[config.mk]
export PLATFORM = sky130hd
export DESIGN_NAME = clk_div_ctrl
export DESIGN_NICKNAME = d
export VERILOG_FILES = /design/src/rtl/clk_div_ctrl.sv
export SDC_FILE = /design/constraint.sdc
export NUM_CORES = 1
export LEC_CHECK = 0
export ABC_AREA = 1
export CAP_MARGIN = 0
export CORE_ASPECT_RATIO = 2
export CORE_UTILIZATION = 60
export DETAILED_ROUTE_END_ITERATION = 6
export PLACE_DENSITY_LB_ADDON = 0.08
export SYNTH_ARGS = -nofsm -noshare
export SYNTH_HDL_FRONTEND = slang
export SYNTH_SLANG_ARGS = --single-unit
[constraint.sdc]
create_clock -name CLK -period 5 [get_ports CLK]
set_clock_uncertainty 0.2 [all_clocks]
set_input_delay 0.75 -clock CLK [delete_from_list [all_inputs] [get_ports CLK]]
set_output_delay 0.75 -clock CLK [all_outputs]
set_load 0.05 [all_outputs]
[src/rtl/clk_div_ctrl.sv]
// Multi-channel programmable clock-enable generator: each running channel strobes TICK
// once every div cycles. A retune of a running channel is held back until that channel wraps.
module clk_div_ctrl #(
  parameter int          W           = 16,
  parameter int          CH          = 4,
  parameter int          CHW         = 2,
  parameter int unsigned DEFAULT_DIV = 10
) (
  input  logic           CLK,
  input  logic           RST,
  input  logic           SYNC,
  input  logic           CFG_VALID,
  output logic           CFG_READY,
  input  logic [CHW-1:0] CFG_CH,
  input  logic [W-1:0]   CFG_DIV,
  input  logic           CFG_EN,
  output logic [CH-1:0]  TICK,
  output logic [CH-1:0]  ACTIVE
);

  localparam logic [W-1:0] DEF_DIV = W'(DEFAULT_DIV);

  typedef enum logic {ST_IDLE, ST_WAIT} state_t;

  state_t         state;
  logic [W-1:0]   cnt [CH];
  logic [W-1:0]   div [CH];
  logic [CH-1:0]  en;
  logic [CH-1:0]  tick_r;
  logic [CH-1:0]  active_r;
  logic [W-1:0]   pend_div;
  logic [CHW-1:0] pend_ch;

  logic [CH-1:0]  running;
  logic [CH-1:0]  wrap;
  logic [CH-1:0]  sel;
  logic [CH-1:0]  defer;
  logic [CH-1:0]  apply_now;
  logic [CH-1:0]  commit;
  logic           fire;
  logic           new_run;

  function automatic logic is_wrap(input logic [W-1:0] c, input logic [W-1:0] d);
    return c == (d - W'(1));
  endfunction

  assign CFG_READY = (state == ST_IDLE);
  assign fire      = CFG_VALID && (state == ST_IDLE);
  assign new_run   = CFG_EN && (CFG_DIV != '0);
  assign TICK      = tick_r;
  assign ACTIVE    = active_r;

  // Out-of-range channel indices never match any sel bit, so they are silently dropped.
  always_comb begin
    running   = '0;
    wrap      = '0;
    sel       = '0;
    defer     = '0;
    apply_now = '0;
    commit    = '0;
    for (int i = 0; i < CH; i++) begin
      running[i]   = en[i] && (div[i] != '0);
      wrap[i]      = is_wrap(cnt[i], div[i]);
      sel[i]       = fire && (CFG_CH == CHW'(i));
      defer[i]     = sel[i] && running[i] && new_run;
      apply_now[i] = sel[i] && !defer[i];
      commit[i]    = (state == ST_WAIT) && (pend_ch == CHW'(i)) && (SYNC || wrap[i]);
    end
  end

  always_ff @(posedge CLK) begin
    if (!RST) begin
      state    <= ST_IDLE;
      pend_div <= '0;
      pend_ch  <= '0;
      en       <= '0;
      tick_r   <= '0;
      active_r <= '0;
      for (int i = 0; i < CH; i++) begin
        cnt[i] <= '0;
        div[i] <= DEF_DIV;
      end
    end else begin
      for (int i = 0; i < CH; i++) begin
        active_r[i] <= running[i];
        if (apply_now[i]) begin
          en[i]     <= CFG_EN;
          div[i]    <= CFG_DIV;
          cnt[i]    <= '0;
          tick_r[i] <= 1'b0;
        end else if (SYNC) begin
          // SYNC wins over a coincident wrap: no strobe on this edge.
          cnt[i]    <= '0;
          tick_r[i] <= 1'b0;
          if (commit[i]) div[i] <= pend_div;
        end else if (running[i]) begin
          if (wrap[i]) begin
            cnt[i]    <= '0;
            tick_r[i] <= 1'b1;
            if (commit[i]) div[i] <= pend_div;
          end else begin
            cnt[i]    <= cnt[i] + W'(1);
            tick_r[i] <= 1'b0;
          end
        end else begin
          cnt[i]    <= '0;
          tick_r[i] <= 1'b0;
        end
      end

      case (state)
        ST_IDLE: begin
          if (|defer) begin
            state    <= ST_WAIT;
            pend_div <= CFG_DIV;
            pend_ch  <= CFG_CH;
          end
        end
        ST_WAIT: begin
          if (|commit) state <= ST_IDLE;
        end
        default: state <= ST_IDLE;
      endcase
    end
  end

endmodule

==> impl_metrics.tcl, run 1 <==
set metrics [dict create \
    synth_xor_area_share_pct 6.55 \
    drv_cap 0 \
    status "finished, final reports clean" \
    cts_buffers 17 \
    core_area_sq_mm 0.0177 \
    cts-root-buf "clkbuf_16" \
    grt_overflow 0 \
    grt_pass1_wl_microns 45700 \
    cp_data_arrival_time_ns 3.61 \
    yosysMostFrequentCell "nand2_1" \
    crit_fanout 16 \
    synth_top_family_by_area "simple AND/OR/NAND/NOR gates" \
    worst_setup_path_end_kind "register" \
    pin_count 32 \
    worstPathRequired_ns 4.86 \
    synth_edf_count 128 \
    cts_tree "yes" \
    grt_use_met1_pct 31.8 \
    drt-total-wl_microns 28900 \
    ant_nets 0 \
    synthArstFlopShare_pct 0 \
    post-place-ws_ns 0.827 \
    busiest_layer "met2" \
    fp.dieH_microns 192 \
    die-width_microns 96.8 \
    postCtsSetupBuffers 0 \
    htreeDepth 4 \
    grt_max_degree 31 \
    diodes 0 \
    gr-usage-met3_pct 5.12 \
    clkSlewWorstSetupHoldPaths_ns 0.07 \
    syn_area_sq_mm 0.0108 \
    ys.flop_type "edfxtp_1" \
    hold_buffers 0 \
    p_per_area_mw_per_mm2 258 \
    dr_total_vias 9506 \
    drive_gt1_share_pct 9.97 \
    synthCells 1407 \
    criticalPathCategory "input pin to register" \
    synthTopCellsByCount "nand2_1 (378), nor2_1 (175), inv_1 (156)" \
    synthAdderAreaFrac_pct 0.929 \
    intPower_mw 2.25 \
    netlist.area_leader.share_pct 35.7 \
    grtUsageMet2_pct 59.4 \
    dp_hpwl_microns 22300 \
    ys_ff_latch 159 \
    yosys.area_share.simple_pct 35.5 \
    num-fill-cells 1548 \
    setup_violations 0 \
    grt_use_total_pct 32.0 \
    nNetsFinal 1532 \
    syn_area_per_cell_sq_um 7.66 \
    max_freq_mhz 266 \
    clock_latency_ns 0.43 \
    finalCritPeriodShare_pct 75.1 \
    clk_path_buf_depth 2 \
    pwr-share-comb_pct 11.7 \
    p_clk_share_pct 38.4 \
    slew_violations 0 \
    synth_compound_area_share_pct 8.06 \
    power_switching_mw 0.837 \
    grt_pass1_vias 9218 \
    yosys_warnings 0 \
    area_growth_pct 11.2 \
    vias_per_cell 5.50 \
    wl_per_cell_microns 16.7 \
    hold_class "register to register" \
    dieArea_sq_mm 0.0185 \
    place_congestion 1.10 \
    swShare_pct 27.1 \
    cts-resized-gates 0 \
    seq_power_share_pct 49.9 \
    worst_pin_slew_ns 0.780 \
    p_leak_nw 5.00 \
    worstSetupStartpointType "input pin" \
    muxShareOfSynthArea_pct 0 \
    synth.largest_area_cell "edfxtp_1" \
    p_total_mw 3.09 \
    initial_core_util_pct 60.9 \
    holdWs_ns 0.313 \
    final_util_pct 67.7 \
    antenna_found_initial 0 \
    rsz0062_at_grt "false" \
    drc 0 \
    portBuffers 31 \
    cts.sinks 159 \
    ys_seq_area_share_pct 41.4 \
    tns_ns 0 \
    dr.first_iter.drc_count 626 \
    synthTopCellsByArea "edfxtp_1 (36%), nand2_1 (13%), nor2_1 (6.1%)" \
    dr.pass1.iters 5 \
    maxSlewHeadroom_pct 47.8 \
    period_minus_slack_ns 3.76 \
    synthDistinctLibCells 51 \
    max-vdd-ir-drop_mv 0.230 \
    rows 69 \
    setup_slack_ns 1.24 \
    hold_violations 0 \
]
==> kinds of logic after synthesis <==
family / count (synthesis)
DFF: 159
buffers and inverters: 193
adders and majority gates: 8
xor gates and xnor gates: 79
other: 1
and+or+nand+nor: 825
AOI/OAI and AO/OA: 142
==> metal layers <==
layer | up-vias | wire (microns)
met5 | - | 0
met3 | 108 | 1260
met2 | 301 | 15200
met1 | 4365 | 10400
met4 | 0 | 2020
li1 | 4732 | -
==> stage by stage <==
step / instance area, sq um / cells
2_1_floorplan: 11000 / 1470
6_report: 12000 / 1727
4_1_cts: 12000 / 1727
3_3_place_gp: 11500 / 1695
3_5_place_dp: 11500 / 1695
5_1_grt: 12000 / 1727
==> power by group through the flow <==
stage	logic (mW)	registers [mW]	clock network, mW
floorplan	0.255	1.55	0
global placement	0.344	1.57	0
detailed placement	0.352	1.57	0
CTS	0.354	1.54	1.19
global route	0.401	1.55	1.24
finish	0.360	1.54	1.18
==> worst paths after layout <==
kind	startpoint	endpoint	slack, ns	cells past startpoint
max	CFG_DIV[0]	div[3][8]	1.24	10
min	en[3]	en[3]	0.31	2
max reg2reg	div[3][0]	div[3][8]	1.34	14
min reg2reg	en[3]	en[3]	0.31	2
==> sequential cells by signal, summed over array words and instances, names as in the netlist <==
signal	flops
ACTIVE	4
TICK	4
cnt	64
div	64
en	4
pend_ch	2
pend_div	16
state	1
==> final cells by class <==
cell class | count | area [sq um] | share of cell area (%)
clock buffers | 23 | 458 | 3.82
clock inverters | 9 | 66.3 | 0.553
inverters | 168 | 633 | 5.28
multi-input cells | 1118 | 5740 | 47.9
flip-flops and latches | 159 | 4460 | 37.2
well taps | 213 | 267 | 2.22
repair buffers | 37 | 355 | 2.96
==> worst max-delay path: stages <==
cell and delay (ns):
clkdlybuf4s50_1 0.67, nor2_1 0.09, nand4_1 0.08, or2_2 0.13, nand2_2 0.12, o21ai_4 0.30
nand2_1 0.17, o21ai_4 0.52, nand2_1 0.18, nand3_1 0.59
==> cells in the final DEF, fill, tap and decap left out, drive strengths merged, types with 11 or more instances in the layout <==
cell           Yosys  routed
nand3b            11      11
xnor2             27      27
dfxtp             31      31
edfxtp           128     128
clkdlybuf4s50      0      31
inv              166     166
nand2            393     393
nor2             203     203
nand3            111     111
nor3              36      36
o21ai             91      91
or2               14      14
xor2              51      51
nor3b             13      13
a21oi             41      41
clkbuf             7      23
conb               1      64
nand4             34      34
Power figures use the tool's default switching activity.
==> run 2, diff against run 1 <==
==> constraint.sdc (replaced) <==
create_clock -name CLK -period 3.7 [get_ports CLK]
set_clock_uncertainty 0.2 [all_clocks]
set_input_delay 0.555 -clock CLK [delete_from_list [all_inputs] [get_ports CLK]]
set_output_delay 0.555 -clock CLK [all_outputs]
set_load 0.05 [all_outputs]
==> impl_metrics.tcl, run 2 (synthesized netlist as in run 1, its figures left out) <==
set metrics [dict create \
    cts-resized-gates 0 \
    crit_end "div[2][2]" \
    rows 69 \
    p_leak_nw 5.14 \
    cts.sinks 159 \
    clkSlewWorstSetupHoldPaths_ns 0.06 \
    hold_violations 0 \
    maxSlewHeadroom_pct 56.3 \
    dr.pass1.iters 5 \
    crit_top_cell "nand3_1" \
    dr_total_vias 9481 \
    dieArea_sq_mm 0.0185 \
    crit_fanout 10 \
    slowest_delay_ns 0.45 \
    nNetsFinal 1550 \
    drt-total-wl_microns 28700 \
    wl_per_cell_microns 16.5 \
    ant_nets 0 \
    cts_tree "yes" \
    max_freq_mhz 322 \
    grt_max_degree 31 \
    htreeDepth 4 \
    layout_commonest_cell "nand2_1" \
    initial_core_util_pct 60.9 \
    cts_buffers 17 \
    worstSetupStartpointType "register" \
    cp_data_arrival_time_ns 3.04 \
    grt_pass1_wl_microns 45400 \
    r2r_slack_ns 0.59 \
    drc 0 \
    clk_path_buf_depth 2 \
    rr_worst_depth 13 \
    criticalPathCategory "register to register" \
    crit_slowest_cell "edfxtp_1" \
    period_minus_slack_ns 3.11 \
    fp.dieH_microns 192 \
    place_congestion 1.02 \
    max-vdd-ir-drop_mv 0.287 \
    worst_setup_path_end_kind "register" \
    crit_start "div[2][0]" \
    worst_pin_slew_ns 0.654 \
    dr.first_iter.drc_count 544 \
    postCtsSetupBuffers 0 \
    drive_gt1_share_pct 11.3 \
    grt_overflow 0 \
    dp_hpwl_microns 22900 \
    worstPathRequired_ns 3.63 \
    rr_endpoint "div[2][2]" \
    cts-root-buf "clkbuf_16" \
    drv_cap 0 \
    core_area_sq_mm 0.0177 \
    tns_ns 0 \
    clock_latency_ns 0.43 \
    slew_violations 0 \
    rsz0062_at_grt "false" \
    hold_class "register to register" \
    pin_count 32 \
    grt_use_total_pct 31.9 \
    regToRegStartpoint "div[2][0]" \
    p_per_area_mw_per_mm2 359 \
    post-place-ws_ns 0.337 \
    hold_buffers 0 \
    final_util_pct 68.9 \
    finalCritPeriodShare_pct 83.9 \
    layout_common_cells "nand2_1 (378), nor2_1 (175), inv_1 (156)" \
    grt_pass1_vias 9213 \
    path_cells "inv_1 -> ha_1 -> nand3_2 -> nor2_1 -> nand2_1 -> nand3_1 -> nand3_1 -> nor2_1 -> nand4_1 -> o21ai_1 -> nand2_2 -> nand3_1 -> buf_4" \
    setup_slack_ns 0.594 \
    status "finished, final reports clean" \
    portBuffers 31 \
    reg_top3 "cnt: 64 flops, div: 64 flops, pend_div: 16 flops" \
    setup_violations 0 \
    antenna_found_initial 0 \
    diodes 0 \
    area_growth_pct 13.1 \
    die-width_microns 96.8 \
    vias_per_cell 5.43 \
]
-- run 2: area by class of cell --
cell class,count,area (sq um)
fill,1564,5500
tap,213,267
clock inverter,14,168
inverter,168,633
multi-input combinational,1118,5740
sequential,159,4460
clock buffer,18,429
timing repair buffer,55,490
-- run 2: routing by layer --
| metal | part of all wire (%) | wire (microns) | GRT usage (%) |
|---|---|---|---|
| met1 | 35 | 10000 | 30.8 |
| met5 | 0 | 0 | 0 |
| met2 | 52 | 15100 | 59.5 |
| met4 | 7.9 | 2250 | 24.5 |
| met3 | 4.7 | 1360 | 5.27 |
-- run 2: worst max-delay path: cells and delay by family, from the launching register on --
kind                       cells  cell delay [ns]
and+or+nand+nor                9             1.39
DFF                            1             0.45
buffers and inverters          2             0.36
adders and majority gates      1             0.24
AOI/OAI and AO/OA              1             0.17
-- run 2: power by group --
| part | internal [mW] | switching (mW) | total, mW |
|---|---|---|---|
| logic | 0.174 | 0.323 | 0.497 |
| clock network | 1.06 | 0.738 | 1.80 |
| registers | 2.00 | 0.0854 | 2.09 |
| total | 3.24 | 1.15 | 4.38 |
-- run 2: worst min-delay path by stage --
stage | start | slack, ns | cells past startpoint | endpoint
floorplan | pend_div[0] | 0.28 | 2 | pend_div[0]
global placement | en[3] | 0.30 | 2 | en[3]
detailed placement | en[3] | 0.31 | 2 | en[3]
CTS | en[3] | 0.32 | 2 | en[3]
global route | en[3] | 0.35 | 2 | en[3]
finish | en[3] | 0.33 | 2 | en[3]
-- run 2: per-stage QoR --
| stage | total power [mW] | instances | area [sq um] | hold slack [ns] |
|---|---|---|---|---|
| after floorplan | 2.44 | 1470 | 11000 | 0.276 |
| after global placement | 2.60 | 1713 | 11600 | 0.297 |
| after detailed placement | 2.61 | 1713 | 11600 | 0.311 |
| after CTS | 4.40 | 1745 | 12200 | 0.325 |
| after global routing | 4.54 | 1745 | 12200 | 0.351 |
| final | 4.38 | 1745 | 12200 | 0.334 |
